File: src/rtl/seven_seg_scan_ctrl.sv
// Scan controller for a multi-digit common-anode 7-seg display.
// Ports: clk_i/rst_i, value_i+load_i (frame-synced), blank_i, lz_en_i, digit_o, an_o, frame_o.
module seven_seg_scan_ctrl #(
  parameter int NUM_DIGITS = 4,
  parameter int ON_CYCLES  = 100000,
  parameter int GAP_CYCLES = 2
) (
  input  logic                    clk_i,
  input  logic                    rst_i,
  input  logic [4*NUM_DIGITS-1:0] value_i,
  input  logic                    load_i,
  input  logic [NUM_DIGITS-1:0]   blank_i,
  input  logic                    lz_en_i,
  output logic [3:0]              digit_o,
  output logic [NUM_DIGITS-1:0]   an_o,
  output logic                    frame_o
);

  localparam int DW   = 4 * NUM_DIGITS;
  localparam int IW   = $clog2(NUM_DIGITS);
  localparam int MAXC = (ON_CYCLES > GAP_CYCLES) ? ON_CYCLES : GAP_CYCLES;
  localparam int CW   = $clog2(MAXC + 1);

  localparam logic [CW-1:0] ON_LAST  = CW'(ON_CYCLES - 1);
  localparam logic [CW-1:0] GAP_LAST = CW'(GAP_CYCLES - 1);
  localparam logic [IW-1:0] IDX_LAST = IW'(NUM_DIGITS - 1);

  typedef enum logic {
    S_GAP = 1'b0,
    S_ON  = 1'b1
  } state_t;

  state_t          state, state_n;
  logic [CW-1:0]   cnt, cnt_n;
  logic [IW-1:0]   idx, idx_n;
  logic [DW-1:0]   shadow, shadow_n;
  logic [DW-1:0]   pending, pending_n;
  logic            pend_vld, pvld_n;
  logic            boundary;

  logic [3:0]            digit_n;
  logic [NUM_DIGITS-1:0] an_n;
  logic                  frame_n;
  logic                  allz;
  logic                  zero_hi;
  logic                  supp;

  always_ff @(posedge clk_i or posedge rst_i) begin
    if (rst_i) begin
      state    <= S_GAP;
      cnt      <= '0;
      idx      <= '0;
      shadow   <= '0;
      pending  <= '0;
      pend_vld <= 1'b0;
      digit_o  <= 4'h0;
      an_o     <= '1;
      frame_o  <= 1'b0;
    end else begin
      state    <= state_n;
      cnt      <= cnt_n;
      idx      <= idx_n;
      shadow   <= shadow_n;
      pending  <= pending_n;
      pend_vld <= pvld_n;
      digit_o  <= digit_n;
      an_o     <= an_n;
      frame_o  <= frame_n;
    end
  end

  always_comb begin
    state_n   = state;
    cnt_n     = cnt + 1'b1;
    idx_n     = idx;
    shadow_n  = shadow;
    pending_n = pending;
    pvld_n    = pend_vld;
    boundary  = 1'b0;

    if (load_i) begin
      pending_n = value_i;
      pvld_n    = 1'b1;
    end

    unique case (state)
      S_GAP: begin
        if (cnt == GAP_LAST) begin
          state_n = S_ON;
          cnt_n   = '0;
        end
      end
      S_ON: begin
        if (cnt == ON_LAST) begin
          state_n = S_GAP;
          cnt_n   = '0;
          if (idx == IDX_LAST) begin
            idx_n    = '0;
            boundary = 1'b1;
          end else begin
            idx_n = idx + 1'b1;
          end
        end
      end
      default: begin
        state_n = S_GAP;
        cnt_n   = '0;
      end
    endcase

    // A load on the boundary edge itself bypasses pending.
    if (boundary) begin
      if (load_i) begin
        shadow_n = value_i;
      end else if (pend_vld) begin
        shadow_n = pending;
      end
      pvld_n = 1'b0;
    end
  end

  // Outputs are computed from next state so the registered
  // outputs line up with the state they describe.
  always_comb begin
    allz    = 1'b1;
    zero_hi = 1'b0;
    for (int k = NUM_DIGITS - 1; k >= 0; k--) begin
      allz = allz & (shadow_n[4*k +: 4] == 4'h0);
      if (idx_n == IW'(k)) begin
        zero_hi = allz;
      end
    end

    supp = blank_i[idx_n]
         | (lz_en_i & (idx_n != '0) & zero_hi);

    digit_n = shadow_n[4*idx_n +: 4];

    an_n = '1;
    if (state_n == S_ON) begin
      an_n[idx_n] = supp;
    end

    frame_n = (state_n == S_ON)
            & (idx_n == IDX_LAST)
            & (cnt_n == ON_LAST);
  end

endmodule

File: config.mk
export PLATFORM = sky130hd
export DESIGN_NAME = seven_seg_scan_ctrl
export DESIGN_NICKNAME = d
export VERILOG_FILES = /design/src/rtl/seven_seg_scan_ctrl.sv
export SDC_FILE = /design/constraint.sdc
export NUM_CORES = 1
export LEC_CHECK = 0
export CORE_MARGIN = 2
export CORE_UTILIZATION = 38
export CTS_BUF_LIST = sky130_fd_sc_hd__clkbuf_4
export DETAILED_ROUTE_END_ITERATION = 10
export GPL_ROUTABILITY_DRIVEN = 0
export PLACE_DENSITY_LB_ADDON = 0.3
export SLEW_MARGIN = 20
export SYNTH_ARGS = -nofsm -noshare
export SYNTH_HDL_FRONTEND = slang
export SYNTH_SLANG_ARGS = --single-unit
File: constraint.sdc
create_clock -name clk_i -period 5.9 [get_ports clk_i]
set_clock_uncertainty 0.2 [all_clocks]
set_input_delay 1.18 -clock clk_i [delete_from_list [all_inputs] [get_ports clk_i]]
set_output_delay 1.18 -clock clk_i [all_outputs]
set_load 0.1 [all_outputs]
==> results of run 1 <==
-- cells by family after synthesis --
logic type	count (synthesis)	synth area share, %
multiplexers	19	7.25
flip-flops	62	53.4
XOR/XNOR	16	4.80
AO/OA/AOI/OAI	41	9.27
AND/OR/NAND/NOR	112	19.7
adder cells (fa/ha/maj)	3	1.29
buffers and inverters	32	4.29
-- power by group through the flow --
stage / clock network, W / registers (W) / logic, W
2_1_floorplan: 0 / 0.000456 / 0.0000306
3_3_place_gp: 0 / 0.000455 / 0.0000585
3_5_place_dp: 0 / 0.000456 / 0.0000590
4_1_cts: 0.000307 / 0.000447 / 0.0000592
5_1_grt: 0.000324 / 0.000449 / 0.0000651
6_report: 0.000298 / 0.000447 / 0.0000577
-- worst max-delay path: cells and delay by family, from the launching register on --
family | cells | cell delay (ns)
flops | 1 | 0.44
fa+ha+maj | 1 | 0.26
simple gates | 5 | 2.01
compound gates | 1 | 0.21
mux | 1 | 0.78
-- metal layers --
layer	share of wire [%]	wire length, um
met3	3.9	229
met4	1.3	74
met5	0	0
met1	47	2750
met2	48	2770
-- worst paths after layout --
| check | start | slack [ns] | end | depth (start not counted) |
|---|---|---|---|---|
| min reg2reg | pending[0] | 0.31 | pending[0] | 1 |
| max reg2reg | cnt[0] | 1.92 | an_o[2] | 8 |
| max in group asynchronous | rst_i | 3.92 | digit_o[0] | 3 |
| min | pending[0] | 0.31 | pending[0] | 1 |
| min in group asynchronous | rst_i | 1.08 | pending[14] | 3 |
| max | cnt[0] | 1.92 | an_o[2] | 8 |
-- synth_stat cells, types with 5 or more instances --
| master | count | area, um2 |
|---|---|---|
| a21oi_1 | 6 | 30.0 |
| o31ai_1 | 6 | 45.0 |
| clkbuf_1 | 8 | 30.0 |
| nor2_1 | 23 | 86.3 |
| nand3_1 | 8 | 40.0 |
| nand2_1 | 34 | 128 |
| mux2_2 | 17 | 191 |
| nor3_1 | 11 | 55.1 |
| nand4_1 | 6 | 37.5 |
| a211oi_1 | 5 | 37.5 |
| o21ai_0 | 13 | 65.1 |
| dfrtp_1 | 58 | 1450 |
| or4_1 | 5 | 37.5 |
| xnor2_1 | 12 | 105 |
| inv_1 | 18 | 67.6 |
-- final cells by class --
| type | instances | area (um2) |
|---|---|---|
| fill | 667 | 3870 |
| sequential | 62 | 1560 |
| multi-input combinational | 191 | 1230 |
| timing repair buffer | 34 | 335 |
| tap | 99 | 124 |
| clock inverter | 7 | 73.8 |
| inverter | 19 | 71.3 |
| clock buffer | 9 | 67.6 |
-- registers in the layout (all words and copies together), names as in the netlist --
name      cells
shadow       16
digit_o       4
an_o          4
idx           2
cnt          17
pend_vld      1
state         1
frame_o       1
pending      16
-- per-stage QoR --
step	utilization, %	total power, W	setup WS [ns]
6_report	47.2	0.000802	1.92
2_1_floorplan	-	0.000487	2.69
5_1_grt	47.2	0.000838	1.51
3_5_place_dp	45.3	0.000515	1.94
3_3_place_gp	45.3	0.000513	1.99
4_1_cts	47.2	0.000813	1.91
==> flow_summary.ini, run 1 <==
[clock_network]
cts_buffer_depth = 2
cts_root_buffer = clkbuf_4
cts_buffers = 9
cts_tree = yes
holdBufCountCts = 0
cts_setup_buffers = 0
cts.sinks = 62
clock_latency_ns = 0.42
clk_pin_slew_ns = 0.11
htreeDepth = 3
cts_resized = 0

[yosys]
syn-num-nets = 312
synth_warnings = 0
synth_cells = 285
synth_edf_count = 0
ys_seq_area_share_pct = 53.4
synth_flop_cell = dfrtp_1
ys_ff_latch = 62
syn_area_um2 = 2920
synth.avg_cell_area_um2 = 10.2
async_flop_share_pct = 100
yosysUniqueCellTypes = 44

[routing]
first_pass_iters = 4
num_vias = 2127
routedWlPerCell_um = 13.8
drc_errors = 0
antenna_left = 0
finalWirelength_mm = 5.82
drtIter0Drc = 103
via_per_inst = 5.05

[pwr]
p_sw_share_pct = 25.5
p_sw_w = 0.000205
max-vdd-ir-drop_mv = 0.133
clkPwrFrac_pct = 37.1
pwr_density_cell_nw_per_um2 = 232
p_leak_nw = 1.53
p_comb_share_pct = 7.2
seqPwrFrac_pct = 55.7
p_int_w = 0.000598

[floorplanning]
rows = 31
coreArea_um2 = 7330
die_area_um2 = 8390
io_pins = 33
die_y_um = 91.6
start_util_pct = 39.8
die_w_um = 91.6

[global_routing]
grt_pass1_wl_mm = 10.4
grt_antenna_before_repair = 0
grt_pass1_vias = 2159
met3_usage_pct = 4.23
use_met2_pct = 23.9
overflow = 0
grt_max_degree = 63
gr-usage-all-layers_pct = 15.7
top_usage_layer = met2
grt_util_met1_pct = 21.2

[final_layout]
diodes = 0
layout.nets = 344
finish.instance_area_um2 = 3460
area.growth.synth_to_final_pct = 18.7
layout_commonest_cell = dfrtp_1
drive_above_1_share_pct = 13.4
final_cell_mix = 58 x dfrtp_1, 34 x nand2_1, 32 x clkdlybuf4s50_1
finalNonFillerCells = 421

[critical_path]
critPathMaxStageDelay_ns = 0.78
critPathArrivalTime_ns = 4.11
crit_required_ns = 6.03
critPathKind = reg -> reg
start_kind = flop
end_kind = flop
cpMostUsedCell = nand4_1
slowest_stage = mux2i_1
cp_max_fo = 19
path_cells = ha_1 > and4_1 > nand4_1 > nor2_1 > mux2i_1 > o21ai_0 > nand4_1 > or4b_1

[sta]
min_period_ns = 3.98
finalCritPeriodShare_pct = 67.4
hold_slack_ns = 0.307
max_freq_mhz = 251
tns_ns = 0
slew_headroom_pct = 35.1
grt_setup_unrepaired = false
worst_pin_slew_ns = 0.971
drv_slew = 0
finalSetupViolCount = 0
hold_violations = 0

[worst_hold_path]
hold_class = reg -> reg

[place]
port-buffer-count = 32
placed_cells = 405
hpwl_mm = 4.06
postPlaceCellArea_um2 = 3320

[outcome]
status = finished, final reports clean

[job]
cap_violations = 0
No activity file was read; power rests on OpenSTA's default activity.
==> inputs of run 2 (changes only) <==
clock period = 3.5 ns   (was 5.9 ns; I/O delays follow)
==> run 2 against run 1 <==
  * Count of clock-buffer cells in the layout is the same
  * Combinational power rose by 73%
  * Total power grew 68%
  * Final cell count rose by 1.4%
  * First-iteration DRC count decreased by 1.9%
  * Sequential power is 69% higher
  * Worst hold slack about the same
  * Largest power group unchanged
  * Cell area increased by 1.2%
  * Critical path depth is 1 lower
  * Critical endpoint unchanged
  * Sequential cell count unchanged
  * Largest cell class unchanged
  * Non-clock buffer count increased by 6
==> flow_summary.ini, run 2 (synthesized netlist as in run 1, its figures left out) <==
[outcome]
status = finished, final reports clean

[critical_path]
critPathKind = reg -> reg
rr_worst_depth = 7
end_kind = flop
cpMostUsedCell = or4b_1
start_kind = flop
r2r_end = an_o[2]
critPathArrivalTime_ns = 3.42
regToRegStartpoint = cnt[8]
crit_required_ns = 3.67
r2r_slack_ns = 0.25
path_cells = or4_1 > or4b_1 > or2_0 > a211oi_1 > and4_1 > nand4_1 > or4b_1
slowest_stage = or4b_1
critPathMaxStageDelay_ns = 0.55
cp_max_fo = 7

[final_layout]
diodes = 0
finalNonFillerCells = 427
reg_top3 = cnt: 17 flops, pending: 16 flops, shadow: 16 flops
final_cell_mix = 58 x dfrtp_1, 34 x nand2_1, 23 x nor2_1, 23 x clkdlybuf4s50_1
layout.nets = 350
area.growth.synth_to_final_pct = 20.1
top_register = cnt
largest_register_ffs = 17
drive_above_1_share_pct = 18.3
layout_commonest_cell = dfrtp_1

[sta]
drv_slew = 0
grt_setup_unrepaired = false
hold_slack_ns = 0.307
finalCritPeriodShare_pct = 92.8
hold_violations = 0
min_period_ns = 3.25
tns_ns = 0
finalSetupViolCount = 0
max_freq_mhz = 308
worst_pin_slew_ns = 0.563
slew_headroom_pct = 62.4

[global_routing]
grt_pass1_vias = 2238
gr-usage-all-layers_pct = 16.6
top_usage_layer = met2
grt_util_met1_pct = 21.6
grt_antenna_before_repair = 0
grt_pass1_wl_mm = 10.9
met3_usage_pct = 5.39
use_met2_pct = 26.0
grt_max_degree = 34
overflow = 0

[pwr]
p_total_w = 0.00135
p_leak_nw = 1.58
p_sw_w = 0.000340
pwr_density_cell_nw_per_um2 = 385
p_int_w = 0.00101
clkPwrFrac_pct = 36.7
p_sw_share_pct = 25.2
max-vdd-ir-drop_mv = 0.194
seqPwrFrac_pct = 55.9
p_comb_share_pct = 7.4

[clock_network]
cts_root_buffer = clkbuf_4
cts_resized = 0
clk_pin_slew_ns = 0.11
cts_tree = yes
cts_buffer_depth = 2
holdBufCountCts = 0
clock_latency_ns = 0.42
cts_setup_buffers = 0
htreeDepth = 3
cts_buffers = 9
cts.sinks = 62

[routing]
drc_errors = 0
num_vias = 2172
via_per_inst = 5.09
antenna_left = 0
routedWlPerCell_um = 14.3
drtIter0Drc = 101
finalWirelength_mm = 6.11
first_pass_iters = 4

[worst_hold_path]
hold_class = reg -> reg
hold_path_end = pending[1]
hold_depth = 1
min_from = pending[1]

[job]
cap_violations = 0

[floorplanning]
start_util_pct = 39.8
io_pins = 33
rows = 31
die_w_um = 91.6
die_y_um = 91.6
coreArea_um2 = 7330
die_area_um2 = 8390

[place]
port-buffer-count = 32
placed_cells = 411
hpwl_mm = 4.43
## run 2: cell types whose count changed in the layout (fill, tap and decap cells not counted)
cell | before | now
inv_6 | 1 | 0
clkinv_2 | 0 | 1
clkinv_4 | 1 | 2
mux2i_2 | 0 | 1
buf_12 | 0 | 1
clkinv_1 | 1 | 0
buf_4 | 2 | 16
clkdlybuf4s50_1 | 32 | 23
mux2i_1 | 2 | 1
## run 2: cell type report
class	count	area, um2
timing repair buffer	40	370
sequential	62	1560
clock buffer	9	67.6
inverter	19	71.3
multi-input combinational	191	1240
fill	665	3830
clock inverter	7	75.1
tap	99	124
## run 2: layer usage
metal  share of wire, %  vias up
met5                  0        -
met4                1.4        0
met3                5.1        7
met2                 49       53
met1                 45     1041
li1                   -     1071
## run 2: power by group through the flow
| stage | Clock [W] | Sequential [W] | Combinational [W] |
|---|---|---|---|
| 2_1_floorplan | 0 | 0.000769 | 0.0000516 |
| 3_3_place_gp | 0 | 0.000767 | 0.000101 |
| 3_5_place_dp | 0 | 0.000768 | 0.000102 |
| 4_1_cts | 0.000520 | 0.000754 | 0.000103 |
| 5_1_grt | 0.000548 | 0.000757 | 0.000114 |
| 6_report | 0.000495 | 0.000754 | 0.000100 |
## run 2: critical path, delay by kind of cell, from the launching register on
kind | cells | cell delay, ns
AO/OA/AOI/OAI | 1 | 0.51
flip-flops | 1 | 0.42
AND/OR/NAND/NOR | 6 | 2.06
## run 2: worst max path at each step
stage	startpoint	to	slack [ns]	cells after the start
floorplan	cnt[11]	an_o[2]	0.37	8
global placement	load_i	an_o[2]	0.26	8
detailed placement	load_i	an_o[2]	0.17	8
CTS	cnt[8]	an_o[2]	0.16	7
global route	cnt[8]	an_o[2]	0.06	7
finish	cnt[8]	an_o[2]	0.25	7
## run 2: stage by stage
step,setup WS [ns],util [%],area (um2)
final,0.251,47.8,3500
after global routing,0.0614,47.8,3500
after CTS,0.164,47.7,3500
after detailed placement,0.173,45.8,3360
after global placement,0.258,45.8,3360
after floorplan,0.375,-,2920
==> inputs of run 3 (changes only) <==
CELL_PAD_IN_SITES_DETAIL_PLACEMENT = 0   (was not set)
CELL_PAD_IN_SITES_GLOBAL_PLACEMENT = 1   (was not set)
CORE_UTILIZATION = 35   (was 38)
SLEW_MARGIN = not set   (was 20)
==> run 3 against run 2 <==
  * Critical path depth rose by 1
  * Die area rose by 8.2%
  * Sequential power barely moved
  * Sequential cell count did not move
  * Utilization fell by 3.7 points
  * Global-route usage fell by 0.88 points
  * Worst setup slack improved by 0.035 ns
  * Non-clock buffer count rose by 3
  * First-iteration DRC count fell by 25%
  * Sequential share of layout area fell by 1.0 points
  * Clock power rose by 46%
  * Count of clock-buffer cells in the layout did not move
==> flow_summary.ini, run 3 (synthesized netlist as in run 1, its figures left out) <==
[outcome]
status = finished, final reports clean

[critical_path]
cp_max_fo = 11
slowest_stage = or4_1
critPathTopFamily = simple AND/OR/NAND/NOR gates
end_kind = flop
critPathMaxStageDelay_ns = 0.54
path_cells = or4_1 > or4_1 > nor2_1 > buf_4 > mux2i_1 > buf_4 > inv_1 > or4b_1
path_buf_inv = 3
critPathKind = reg -> reg
crit_required_ns = 3.63
critPathArrivalTime_ns = 3.35
start_kind = flop

[final_layout]
finalNonFillerCells = 436
area.growth.synth_to_final_pct = 23.0
layout_commonest_cell = dfrtp_1
num-fill-cells = 798
reg_top3 = cnt: 17 flops, pending: 16 flops, shadow: 16 flops
fin_util_pct = 44.1
final_cell_mix = 58 x dfrtp_1, 34 x nand2_1, 23 x nor2_1, 23 x clkdlybuf4s50_1, 20 x buf_4
drive_above_1_share_pct = 18.7
diodes = 0
largest_register_ffs = 17
top_register = cnt
layout.nets = 353

[routing]
num_vias = 2163
first_pass_iters = 4
via_per_inst = 4.96
drtIter0Drc = 76
routedWlPerCell_um = 14.5
drc_errors = 0
antenna_left = 0
finalWirelength_mm = 6.31

[pwr]
pwr_density_cell_nw_per_um2 = 439
max-vdd-ir-drop_mv = 0.249
p_total_w = 0.00157
p_leak_nw = 1.63

[sta]
worst_pin_slew_ns = 0.788
max_freq_mhz = 311
min_period_ns = 3.21
hold_violations = 0
tns_ns = 0
drv_slew = 0
grt_setup_unrepaired = false
finalSetupViolCount = 0
slew_headroom_pct = 47.5
finalCritPeriodShare_pct = 91.8

[floorplanning]
rows = 33
coreArea_um2 = 8130
start_util_pct = 35.9
io_pins = 33
die_y_um = 95.3
die_area_um2 = 9080
die_w_um = 95.3

[place]
hpwl_mm = 4.51
port-buffer-count = 32
placed_cells = 420

[job]
cap_violations = 0

[worst_hold_path]
hold_class = reg -> reg

[global_routing]
overflow = 0
grt_pass1_vias = 2208
grt_pass1_wl_mm = 10.8
gr-usage-all-layers_pct = 15.7
grt_antenna_before_repair = 0
grt_max_degree = 63

[clock_network]
htreeDepth = 3
cts_root_buffer = clkbuf_4
cts_tree = yes
cts_resized = 0
cts.sinks = 62
cts_buffers = 9
holdBufCountCts = 0
clock_latency_ns = 0.42
cts_buffer_depth = 2
cts_setup_buffers = 0
clk_pin_slew_ns = 0.11
run 3: cell types whose count changed in the layout (fill, tap and decap cells not counted), sizes merged:
cell / before / now
buf: 17 / 20
bufinv: 1 / 4
clkinv: 3 / 1
clkinvlp: 3 / 1
inv: 19 / 20
run 3: routing by layer:
metal	global-route usage (%)	vias up	share of wire, %
met2	25.6	33	49
met1	19.4	1050	45
met4	4.59	0	1.2
li1	-	1071	-
met5	0	-	0
met3	6.01	9	4.7
run 3: layout make-up:
type                       count  area [um2]  share of cell area (%)
timing repair buffer          43         380                    10.6
multi-input combinational    191        1230                    34.4
sequential                    62        1560                    43.4
clock buffer                   9        67.6                    1.88
clock inverter                 7         145                    4.05
tap                          105         131                    3.66
inverter                      19        71.3                    1.99
run 3: stage by stage:
stage / hold slack [ns] / cell area (um2) / setup WS [ns]
floorplan: 0.268 / 2920 / 0.375
global placement: 0.279 / 3370 / 0.278
detailed placement: 0.281 / 3370 / 0.233
CTS: 0.306 / 3590 / 0.254
global route: 0.321 / 3590 / 0.0982
finish: 0.302 / 3590 / 0.286
run 3: final timing paths:
kind | startpoint | end | slack (ns) | depth (start not counted)
worst max-delay path | cnt[11] | an_o[2] | 0.29 | 8
worst min-delay path | pending[1] | pending[1] | 0.30 | 1
worst max register to register | cnt[11] | an_o[2] | 0.29 | 8
worst min register to register | pending[1] | pending[1] | 0.30 | 1
max in group asynchronous | rst_i | state | 1.95 | 3
min in group asynchronous | rst_i | pending[14] | 0.60 | 3
run 3: power by group:
part / internal (W) / switching (W)
registers: 0.000743 / 0.0000122
clock network: 0.000437 / 0.000285
logic: 0.0000478 / 0.0000506
total: 0.00123 / 0.000348
